`src/rtl/window_fetch_scheduler_if.sv`:
```
// Handshake bundle between the window fetch scheduler and its consumer.
// Master drives control and ready; slave is the scheduler.
interface window_fetch_scheduler_if #(
  parameter int AW = 14,
  parameter int CW = 7
);
  logic          start;
  logic          abort;
  logic          ready_in;
  logic [AW-1:0] addr_r;
  logic          valid_out;
  logic          pad_out;
  logic [1:0]    lane_out;
  logic [CW-1:0] col_out;
  logic          strip_last_out;
  logic          busy;
  logic          done;

  modport master (
    output start, abort, ready_in,
    input  addr_r, valid_out, pad_out, lane_out,
    input  col_out, strip_last_out, busy, done
  );

  modport slave (
    input  start, abort, ready_in,
    output addr_r, valid_out, pad_out, lane_out,
    output col_out, strip_last_out, busy, done
  );
endinterface

```
`src/rtl/window_fetch_scheduler.sv`:
```
// Strip-wise tensor_ram read sequencer feeding the sliding window.
// Issues one address per slot and tags each returned word.
module window_fetch_scheduler #(
  parameter int IMG_W      = 96,
  parameter int IMG_H      = 96,
  parameter int STRIP_H    = 4,
  parameter int ROW_STRIDE = 1,
  parameter int AW         = $clog2(IMG_W*IMG_H),
  parameter int CW         = $clog2(IMG_W)
) (
  input logic clk,
  input logic reset,
  window_fetch_scheduler_if.slave bus
);

  localparam int RW = $clog2(IMG_H + STRIP_H) + 1;

  typedef enum logic [1:0] {IDLE, ISSUE, DRAIN, DONE} state_t;

  state_t        state, nxt;
  logic [RW-1:0] strip_row;
  logic [RW-1:0] row;
  logic [CW-1:0] col;
  logic [1:0]    lane;
  logic [AW:0]   lin;
  logic [AW-1:0] issue_addr;
  logic [AW-1:0] held_addr;
  logic          pad;
  logic          last_lane;
  logic          last_col;
  logic          last_strip;
  logic          stall;
  logic          issue;
  logic          kill;

  // Position decode for the beat the issue counters point at.
  always_comb begin
    row        = strip_row + RW'(lane);
    lin        = (AW+1)'(row) * (AW+1)'(IMG_W) + (AW+1)'(col);
    pad        = (row >= RW'(IMG_H)) || lin[AW];
    issue_addr = pad ? '0 : lin[AW-1:0];
    last_lane  = lane == 2'(STRIP_H - 1);
    last_col   = col == CW'(IMG_W - 1);
    last_strip = (strip_row + RW'(ROW_STRIDE)) >= RW'(IMG_H);
    stall      = bus.valid_out && !bus.ready_in;
    kill       = bus.abort && (state != IDLE);
    issue      = (state == ISSUE) && !stall && !bus.abort;
  end

  // State register.
  always_ff @(posedge clk) begin
    if (reset) state <= IDLE;
    else       state <= nxt;
  end

  // Next-state logic; abort wins over everything else.
  always_comb begin
    nxt = state;
    unique case (state)
      IDLE:    if (bus.start) nxt = ISSUE;
      ISSUE:   if (issue && last_lane && last_col && last_strip) nxt = DRAIN;
      DRAIN:   if (bus.ready_in) nxt = DONE;
      DONE:    nxt = IDLE;
      default: nxt = IDLE;
    endcase
    if (kill) nxt = IDLE;
  end

  // Outputs; a stalled beat re-presents its address so dout stays put.
  always_comb begin
    bus.busy = (state == ISSUE) || (state == DRAIN);
    bus.done = state == DONE;
    if (stall)               bus.addr_r = held_addr;
    else if (state == ISSUE) bus.addr_r = issue_addr;
    else                     bus.addr_r = '0;
  end

  // Traversal counters, beat valid and tags aligned with ram latency.
  always_ff @(posedge clk) begin
    if (reset || kill) begin
      strip_row     <= '0;
      col           <= '0;
      lane          <= '0;
      held_addr     <= '0;
      bus.valid_out <= 1'b0;
      if (reset) begin
        bus.pad_out        <= 1'b0;
        bus.lane_out       <= '0;
        bus.col_out        <= '0;
        bus.strip_last_out <= 1'b0;
      end
    end else if (issue) begin
      bus.valid_out      <= 1'b1;
      bus.pad_out        <= pad;
      bus.lane_out       <= lane;
      bus.col_out        <= col;
      bus.strip_last_out <= last_lane && last_col;
      held_addr          <= issue_addr;
      if (!last_lane) begin
        lane <= lane + 2'd1;
      end else begin
        lane <= '0;
        if (!last_col) begin
          col <= col + CW'(1);
        end else begin
          col       <= '0;
          strip_row <= last_strip ? '0 : strip_row + RW'(ROW_STRIDE);
        end
      end
    end else if (!stall) begin
      bus.valid_out <= 1'b0;
    end
  end

endmodule

```
`src/flat_wrapper.sv`:
```
// flat-port wrapper written by rule: the top's interface ports become plain ports
module window_fetch_scheduler_flat 
#(
  parameter int IMG_W      = 96,
  parameter int IMG_H      = 96,
  parameter int STRIP_H    = 4,
  parameter int ROW_STRIDE = 1,
  parameter int AW         = $clog2(IMG_W*IMG_H),
  parameter int CW         = $clog2(IMG_W)
)
  (clk, reset, bus_start, bus_abort, bus_ready_in, bus_addr_r, bus_valid_out, bus_pad_out, bus_lane_out, bus_col_out, bus_strip_last_out, bus_busy, bus_done);
  window_fetch_scheduler_if #(.AW(AW), .CW(CW)) bus_i ();
  input logic clk;
  input logic reset;
  input wire logic [$bits(bus_i.start)-1:0] bus_start;
  input wire logic [$bits(bus_i.abort)-1:0] bus_abort;
  input wire logic [$bits(bus_i.ready_in)-1:0] bus_ready_in;
  output wire logic [$bits(bus_i.addr_r)-1:0] bus_addr_r;
  output wire logic [$bits(bus_i.valid_out)-1:0] bus_valid_out;
  output wire logic [$bits(bus_i.pad_out)-1:0] bus_pad_out;
  output wire logic [$bits(bus_i.lane_out)-1:0] bus_lane_out;
  output wire logic [$bits(bus_i.col_out)-1:0] bus_col_out;
  output wire logic [$bits(bus_i.strip_last_out)-1:0] bus_strip_last_out;
  output wire logic [$bits(bus_i.busy)-1:0] bus_busy;
  output wire logic [$bits(bus_i.done)-1:0] bus_done;
  assign bus_i.start = bus_start;
  assign bus_i.abort = bus_abort;
  assign bus_i.ready_in = bus_ready_in;
  assign bus_addr_r = bus_i.addr_r;
  assign bus_valid_out = bus_i.valid_out;
  assign bus_pad_out = bus_i.pad_out;
  assign bus_lane_out = bus_i.lane_out;
  assign bus_col_out = bus_i.col_out;
  assign bus_strip_last_out = bus_i.strip_last_out;
  assign bus_busy = bus_i.busy;
  assign bus_done = bus_i.done;
  window_fetch_scheduler #(.IMG_W(IMG_W), .IMG_H(IMG_H), .STRIP_H(STRIP_H), .ROW_STRIDE(ROW_STRIDE), .AW(AW), .CW(CW)) u_core (.clk(clk), .reset(reset), .bus(bus_i));
endmodule
```
`config.mk`:
```
export PLATFORM = sky130hd
export DESIGN_NAME = window_fetch_scheduler_flat
export DESIGN_NICKNAME = d
export VERILOG_FILES = /design/src/rtl/window_fetch_scheduler_if.sv /design/src/rtl/window_fetch_scheduler.sv /design/src/flat_wrapper.sv
export SDC_FILE = /design/constraint.sdc
export NUM_CORES = 1
export LEC_CHECK = 0
export BUFFER_PORTS_ARGS = -buffer_cell sky130_fd_sc_hd__buf_2
export CAP_MARGIN = 25
export CELL_PAD_IN_SITES_DETAIL_PLACEMENT = 0
export CELL_PAD_IN_SITES_GLOBAL_PLACEMENT = 2
export CORE_MARGIN = 4
export CORE_UTILIZATION = 33
export DETAILED_ROUTE_END_ITERATION = 8
export GPL_TIMING_DRIVEN = 0
export PLACE_DENSITY = 0.86
export SLEW_MARGIN = 20
export SYNTH_ARGS = -nofsm -noshare
export SYNTH_HDL_FRONTEND = slang
export SYNTH_SLANG_ARGS = --single-unit
export TNS_END_PERCENT = 1
```
`constraint.sdc`:
```
create_clock -name clk -period 3.85 [get_ports clk]
set_clock_uncertainty 0.15 [all_clocks]
set_input_delay 0.1925 -clock clk [delete_from_list [all_inputs] [get_ports clk]]
set_output_delay 0.1925 -clock clk [all_outputs]
set_load 0.01 [all_outputs]
```
==> results of run 1 <==
layout make-up:
cell class / count / share of cell area
well taps: 105 / 0.0368
plain buffers: 13 / 0.0172
flip-flops and latches: 45 / 0.287
repair buffers: 49 / 0.0838
multi-input cells: 235 / 0.529
inverters: 22 / 0.0231
clock buffers: 5 / 0.0193
clock inverters: 3 / 0.00351
cell usage in the layout, fill, tap and decap left out, types with 9 or more instances in the layout:
| cell type | netlist | final |
|---|---|---|
| clkbuf_1 | 11 | 10 |
| xor2_1 | 11 | 9 |
| nand3_1 | 19 | 18 |
| dfxtp_1 | 34 | 30 |
| buf_2 | 2 | 33 |
| buf_4 | 1 | 14 |
| inv_1 | 22 | 22 |
| a22o_1 | 14 | 14 |
| xnor2_1 | 15 | 12 |
| edfxtp_1 | 11 | 11 |
| nor2_1 | 25 | 24 |
| ha_1 | 23 | 18 |
| nand2_1 | 24 | 23 |
| a21oi_1 | 16 | 15 |
kinds of logic (layout without fill, tap and decap cells):
group	count (synthesis)	after routing	synth area share
AND/OR/NAND/NOR	109	109	0.197
AO/OA/AOI/OAI	74	74	0.198
flip-flops	45	45	0.354
XOR/XNOR	26	26	0.0798
adder cells (fa/ha/maj)	26	26	0.122
buffers and inverters	36	92	0.0495
flip-flops by register name, indices dropped and copies added, names as in the netlist:
signal and count:
u_core.held_addr 14, u_core.strip_row 8, u_core.bus.col_out 7, u_core.col 7
u_core.bus.lane_out 2, u_core.lane 2, u_core.state 2, u_core.bus.pad_out 1
u_core.bus.strip_last_out 1, u_core.bus.valid_out 1
worst max-delay path by stage:
| stage | start | end | slack [ns] | cells after the start |
|---|---|---|---|---|
| final | u_core.strip_row[0]$_SDFFE_PP0P_ | bus_addr_r[8] | -0.07 | 12 |
| after global routing | u_core.strip_row[0]$_SDFFE_PP0P_ | bus_addr_r[8] | -0.21 | 13 |
| after CTS | u_core.lane[0]$_SDFFE_PP0P_ | bus_addr_r[8] | -0.05 | 12 |
| after detailed placement | u_core.lane[0]$_SDFFE_PP0P_ | bus_addr_r[8] | -0.35 | 12 |
| after global placement | u_core.lane[0]$_SDFFE_PP0P_ | bus_addr_r[8] | -0.34 | 12 |
| after floorplan | u_core.strip_row[0]$_SDFFE_PP0P_ | bus_addr_r[10] | 0.17 | 11 |
routing by layer:
| layer | vias up | track usage | routed length (um) |
|---|---|---|---|
| li1 | 1239 | - | - |
| met1 | 1168 | 0.207 | 3430 |
| met2 | 60 | 0.228 | 3310 |
| met3 | 10 | 0.0249 | 377 |
| met4 | 0 | 0.0256 | 57 |
| met5 | - | 0 | 0 |
Yosys cell counts, types with 3 or more instances:
library cell  count  area share
nor3_1            7       0.012
clkbuf_1         11       0.014
nand4_1           3      0.0066
o21ai_1           4      0.0070
inv_1            22       0.029
fa_1              3       0.021
a32o_1            4       0.014
xnor2_1          15       0.046
nand3_1          19       0.033
a21oi_1          16       0.028
dfxtp_1          34        0.24
ha_1             23        0.10
a22o_1           14       0.043
and3_1            7       0.015
xor2_1           11       0.034
a31o_2            6       0.018
o21ai_0           4      0.0070
nand2_1          24       0.032
edfxtp_1         11        0.12
or3_1             3      0.0066
a21o_1            8       0.021
nor2_1           25       0.033
and2_1            8       0.018
stage by stage:
stage                     setup TNS [ns]  setup slack, ns  instances
after floorplan                        0            0.174        316
after global placement             -3.45           -0.340        453
after detailed placement           -3.85           -0.345        453
after CTS                         -0.390          -0.0542        471
after global routing               -2.53           -0.208        477
final                             -0.547          -0.0719        477
where the power goes:
group | total (uW) | internal, uW | switching (uW)
Clock | 283 | 122 | 160
Combinational | 330 | 119 | 211
Sequential | 530 | 514 | 16.1
Total | 1140 | 756 | 387
worst max-delay path: stages, from the launching register on:
cell and delay (ns):
dfxtp_4 0.36, ha_4 0.16, fa_2 0.47, buf_6 0.15, fa_2 0.40, a21o_1 0.20, a221o_1 0.36, xor2_2 0.24
a41oi_4 0.16, nor3_4 0.33, buf_6 0.17, a22o_1 0.14, buf_2 0.13
timing repair:
action	4_1_cts	5_1_grt
cloned	1	0
pin swaps	9	14
resized for setup	23	20
buffers inserted	10	6
endpoints found under the setup margin	23	16
hold buffers	0	0
==> flow_summary.json, run 1 <==
{
  "grt_pass1_vias": 2402,
  "nets": 402,
  "fin_crit_sh": 1.02,
  "r2r_setup_slack_ns": 0.26,
  "drt-pass1-iter-count": 4,
  "fp.dieW_um": 101,
  "holdWs_ns": 0.0714,
  "r2r-start": "u_core.strip_row[0]$_SDFFE_PP0P_",
  "hold_end": "u_core.bus.valid_out$_SDFFE_PP0P_",
  "dpl_cell_area_mm2": 0.00315,
  "overflow": 0,
  "rsz0062_at_grt": "yes",
  "power_leakage_uw": 0.00154,
  "min_path_cells": 4,
  "status": "complete, but fails checks",
  "cts.clk_slew.worst_paths_ns": 0.08,
  "htreeDepth": 2,
  "start_util": 0.344,
  "worst_slack_ns": -0.0719,
  "r2r_end": "u_core.held_addr[13]$_SDFFE_PP0P_",
  "synth_area_mm2": 0.00285,
  "finalSetupViolCount": 13,
  "drt.antenna.violating_nets": 0,
  "ys_types": 49,
  "core-area_mm2": 0.00830,
  "die_height_um": 101,
  "n_antenna_cell": 0,
  "finalPower_uw": 1140,
  "violations": "setup timing",
  "ys.warnings.count": 0,
  "cts_tree": "done",
  "r2r.worst_path.cells": 11,
  "drc": 0,
  "ir_drop_mv": 0.278,
  "worstHoldStart": "bus_ready_in",
  "drt_iter0_markers": 71,
  "crit_fanout": 5,
  "required_ns": 3.51,
  "io_buffers": 32,
  "arrival_ns": 3.58,
  "cp-end-kind": "output pin",
  "synth_seq_cells": 45,
  "drive_gt1_frac": 0.261,
  "place.gp.congestion": 0.795,
  "drv_cap": 0,
  "regArea_mm2": 0.00103,
  "cts-root-buf": "clkbuf_8",
  "seq_area_frac_synth": 0.354,
  "routed_wl_mm": 7.18,
  "antenna_found_initial": 0,
  "detail_route.wl_per_cell_um": 15.0,
  "synthFlopType": "dfxtp_1",
  "criticalPathCategory": "flip-flop to output pin",
  "postLayoutCoreUtil": 0.430,
  "rows": 33,
  "synthArstFlopShare": 0,
  "cp-start-kind": "flip-flop",
  "grt_max_degree": 14,
  "clk_path_buf_depth": 2,
  "synth_edf_count": 11,
  "grt_first_pass_wirelength_mm": 11.9,
  "die-area_mm2": 0.0102,
  "multi_input_area_mm2": 0.00189,
  "syn2layout_area_growth_pct": 25.1,
  "vias_per_cell": 5.19,
  "finalInstanceArea_mm2": 0.00357,
  "hold_viol": 0,
  "fmax_ghz": 0.255,
  "cts.sinks": 45,
  "synth_cells": 316,
  "slew_viol_final": 0,
  "io_pins": 33,
  "hpwl_mm": 5.41,
  "p_per_area_mw_per_mm2": 320,
  "slew_headroom": 0.602,
  "tightest_slew_ns": 0.592,
  "clk_latency_ns": 0.30,
  "hp-class": "input port to flip-flop",
  "syn-num-nets": 347,
  "min_period_ns": 3.92,
  "syn_area_per_cell_um2": 9.03,
  "fillCellCount": 817,
  "routed-via-count": 2477,
  "grt_usage": 0.144,
  "cts_buffers": 5
}
Power figures use the tool's default switching activity.
==> inputs of run 2 (changes only) <==
--- a/config.mk
+++ b/config.mk
@@ -10,10 +10,10 @@
 export CELL_PAD_IN_SITES_DETAIL_PLACEMENT = 0
 export CELL_PAD_IN_SITES_GLOBAL_PLACEMENT = 2
 export CORE_MARGIN = 4
-export CORE_UTILIZATION = 33
+export CORE_UTILIZATION = 36
 export DETAILED_ROUTE_END_ITERATION = 8
 export GPL_TIMING_DRIVEN = 0
-export PLACE_DENSITY = 0.86
+export PLACE_DENSITY = 0.88
 export SLEW_MARGIN = 20
 export SYNTH_ARGS = -nofsm -noshare
 export SYNTH_HDL_FRONTEND = slang
==> constraint.sdc (replaced) <==
create_clock -name clk -period 4.2 [get_ports clk]
set_clock_uncertainty 0.15 [all_clocks]
set_input_delay 0.21 -clock clk [delete_from_list [all_inputs] [get_ports clk]]
set_output_delay 0.21 -clock clk [all_outputs]
set_load 0.01 [all_outputs]
==> run 2 against run 1 <==
  * The run now ends clean
  * Sequential share of layout area rose by 2.1 points
  * Clock power is 3% lower
  * Flip-flop and latch count unchanged
  * Die area decreased by 7.7%
  * Non-clock buffer count decreased by 14
  * Register-to-register slack better by 0.21 ns
  * Total power fell by 9.4%
  * Global-route usage increased by 0.14 points
  * First-iteration DRC count grew 28%
  * Final cell count down 3.6%
  * Critical path type unchanged
==> flow_summary.json, run 2 (same netlist as run 1, synthesis figures left out) <==
{
  "worstHoldStart": "bus_ready_in",
  "cts.clk_slew.worst_paths_ns": 0.08,
  "fmax_ghz": 0.247,
  "r2r_end": "u_core.held_addr[13]$_SDFFE_PP0P_",
  "drv_cap": 0,
  "io_pins": 33,
  "die-area_mm2": 0.00942,
  "clk_path_buf_depth": 2,
  "io_buffers": 32,
  "fillCellCount": 764,
  "start_util": 0.369,
  "drt_iter0_markers": 91,
  "r2r.worst_path.cells": 11,
  "slew_viol_final": 0,
  "p_per_area_mw_per_mm2": 315,
  "antenna_found_initial": 0,
  "htreeDepth": 2,
  "nets": 388,
  "hpwl_mm": 5.21,
  "required_ns": 3.84,
  "grt_first_pass_wirelength_mm": 11.3,
  "drt.antenna.violating_nets": 0,
  "grt_max_degree": 14,
  "core-area_mm2": 0.00773,
  "r2r-start": "u_core.strip_row[0]$_SDFFE_PP0P_",
  "drt-pass1-iter-count": 4,
  "status": "complete, no violations",
  "drive_gt1_frac": 0.196,
  "min_path_cells": 4,
  "grt_pass1_vias": 2360,
  "crit_fanout": 10,
  "routed-via-count": 2414,
  "slew_headroom": 0.588,
  "largest_reg_flops": 14,
  "finalInstanceArea_mm2": 0.00329,
  "tightest_slew_ns": 0.619,
  "ir_drop_mv": 0.208,
  "die_height_um": 97.0,
  "grt_usage": 0.145,
  "routed_wl_mm": 6.80,
  "hold_end": "u_core.bus.valid_out$_SDFFE_PP0P_",
  "cts_tree": "done",
  "layout_common_cells": "buf_2, dfxtp_1, nor2_1",
  "holdWs_ns": 0.103,
  "finalSetupViolCount": 0,
  "clk_latency_ns": 0.29,
  "criticalPathCategory": "flip-flop to output pin",
  "cp-start-kind": "flip-flop",
  "dpl_cell_area_mm2": 0.00314,
  "r2r_setup_slack_ns": 0.47,
  "cp-end-kind": "output pin",
  "cts-root-buf": "clkbuf_8",
  "rows": 32,
  "cts_buffers": 5,
  "place.gp.congestion": 0.767,
  "overflow": 0,
  "arrival_ns": 3.69,
  "power_leakage_uw": 0.00145,
  "cts.sinks": 45,
  "top_register": "u_core.held_addr",
  "detail_route.wl_per_cell_um": 14.8,
  "n_antenna_cell": 0,
  "final_common_cell": "buf_2",
  "fp.dieW_um": 97.0,
  "drc": 0,
  "hp-class": "input port to flip-flop",
  "hold_buffers": 0,
  "syn2layout_area_growth_pct": 15.3,
  "min_period_ns": 4.05,
  "fin_crit_sh": 0.964,
  "reg_top3": "u_core.held_addr (14), u_core.strip_row (8)",
  "vias_per_cell": 5.25,
  "hold_viol": 0
}
run 2: changes by cell type in the layout (fill, tap and decap cells not counted), sizes merged:
cell | previous run | this run
clkbuf | 16 | 18
buf | 51 | 38
clkinv | 3 | 0
run 2: worst max-delay path by stage:
stage / startpoint / slack (ns) / end / cells past startpoint
floorplan: u_core.strip_row[0]$_SDFFE_PP0P_ / 0.51 / bus_addr_r[10] / 11
global placement: u_core.strip_row[0]$_SDFFE_PP0P_ / 0.04 / bus_addr_r[8] / 12
detailed placement: u_core.strip_row[0]$_SDFFE_PP0P_ / 0.08 / bus_addr_r[8] / 12
CTS: u_core.lane[0]$_SDFFE_PP0P_ / 0.003 / bus_addr_r[8] / 12
global route: u_core.lane[1]$_SDFFE_PP0P_ / -0.03 / bus_addr_r[8] / 13
finish: u_core.strip_row[0]$_SDFFE_PP0P_ / 0.15 / bus_addr_r[8] / 12
run 2: critical path: stages (launching register included):
cell	delay (ns)
dfxtp_2	0.38
ha_2	0.22
fa_2	0.49
ha_1	0.25
fa_2	0.39
a21o_1	0.21
a221o_1	0.36
xor2_2	0.19
a41oi_2	0.16
nor3_2	0.28
buf_6	0.18
a22o_1	0.15
buf_2	0.14
run 2: layout make-up:
type                    instances  area, um^2  share of cell area
multi-input cells             235        1740               0.527
flip-flops and latches         45        1010               0.308
inverters                      22        82.6              0.0251
well taps                     102         128              0.0388
plain buffers                  13        58.8              0.0179
repair buffers                 35         183              0.0555
clock buffers                   8        90.1              0.0274
run 2: per-layer routing:
layer  vias up  wire, um  share of wire  GRT usage
met3         2       416          0.061     0.0310
met1      1139      3210           0.47      0.202
met5         -         0              0          0
met4         0        29         0.0043     0.0281
li1       1215         -              -          -
met2        58      3140           0.46      0.234
run 2: report_power, final:
part	internal [uW]	switching, uW	total (uW)
sequential	473	14.9	488
clock	134	141	275
combinational	91.6	181	273
run 2: stage by stage:
stage | worst slack [ns] | instances | util | total power, uW | TNS, ns
floorplan | 0.506 | 316 | - | 672 | 0
global placement | 0.0400 | 450 | 0.407 | 760 | 0
detailed placement | 0.0754 | 450 | 0.407 | 761 | 0
CTS | 0.00349 | 459 | 0.420 | 1040 | 0
global route | -0.0271 | 460 | 0.426 | 1090 | -0.0464
finish | 0.149 | 460 | 0.426 | 1040 | 0
run 2: timing repair:
item                                    in CTS  in global routing
buffers inserted                             1                  2
endpoints found under the setup margin      13                 14
pin swaps                                    1                  4
gates resized for setup                      3                  8
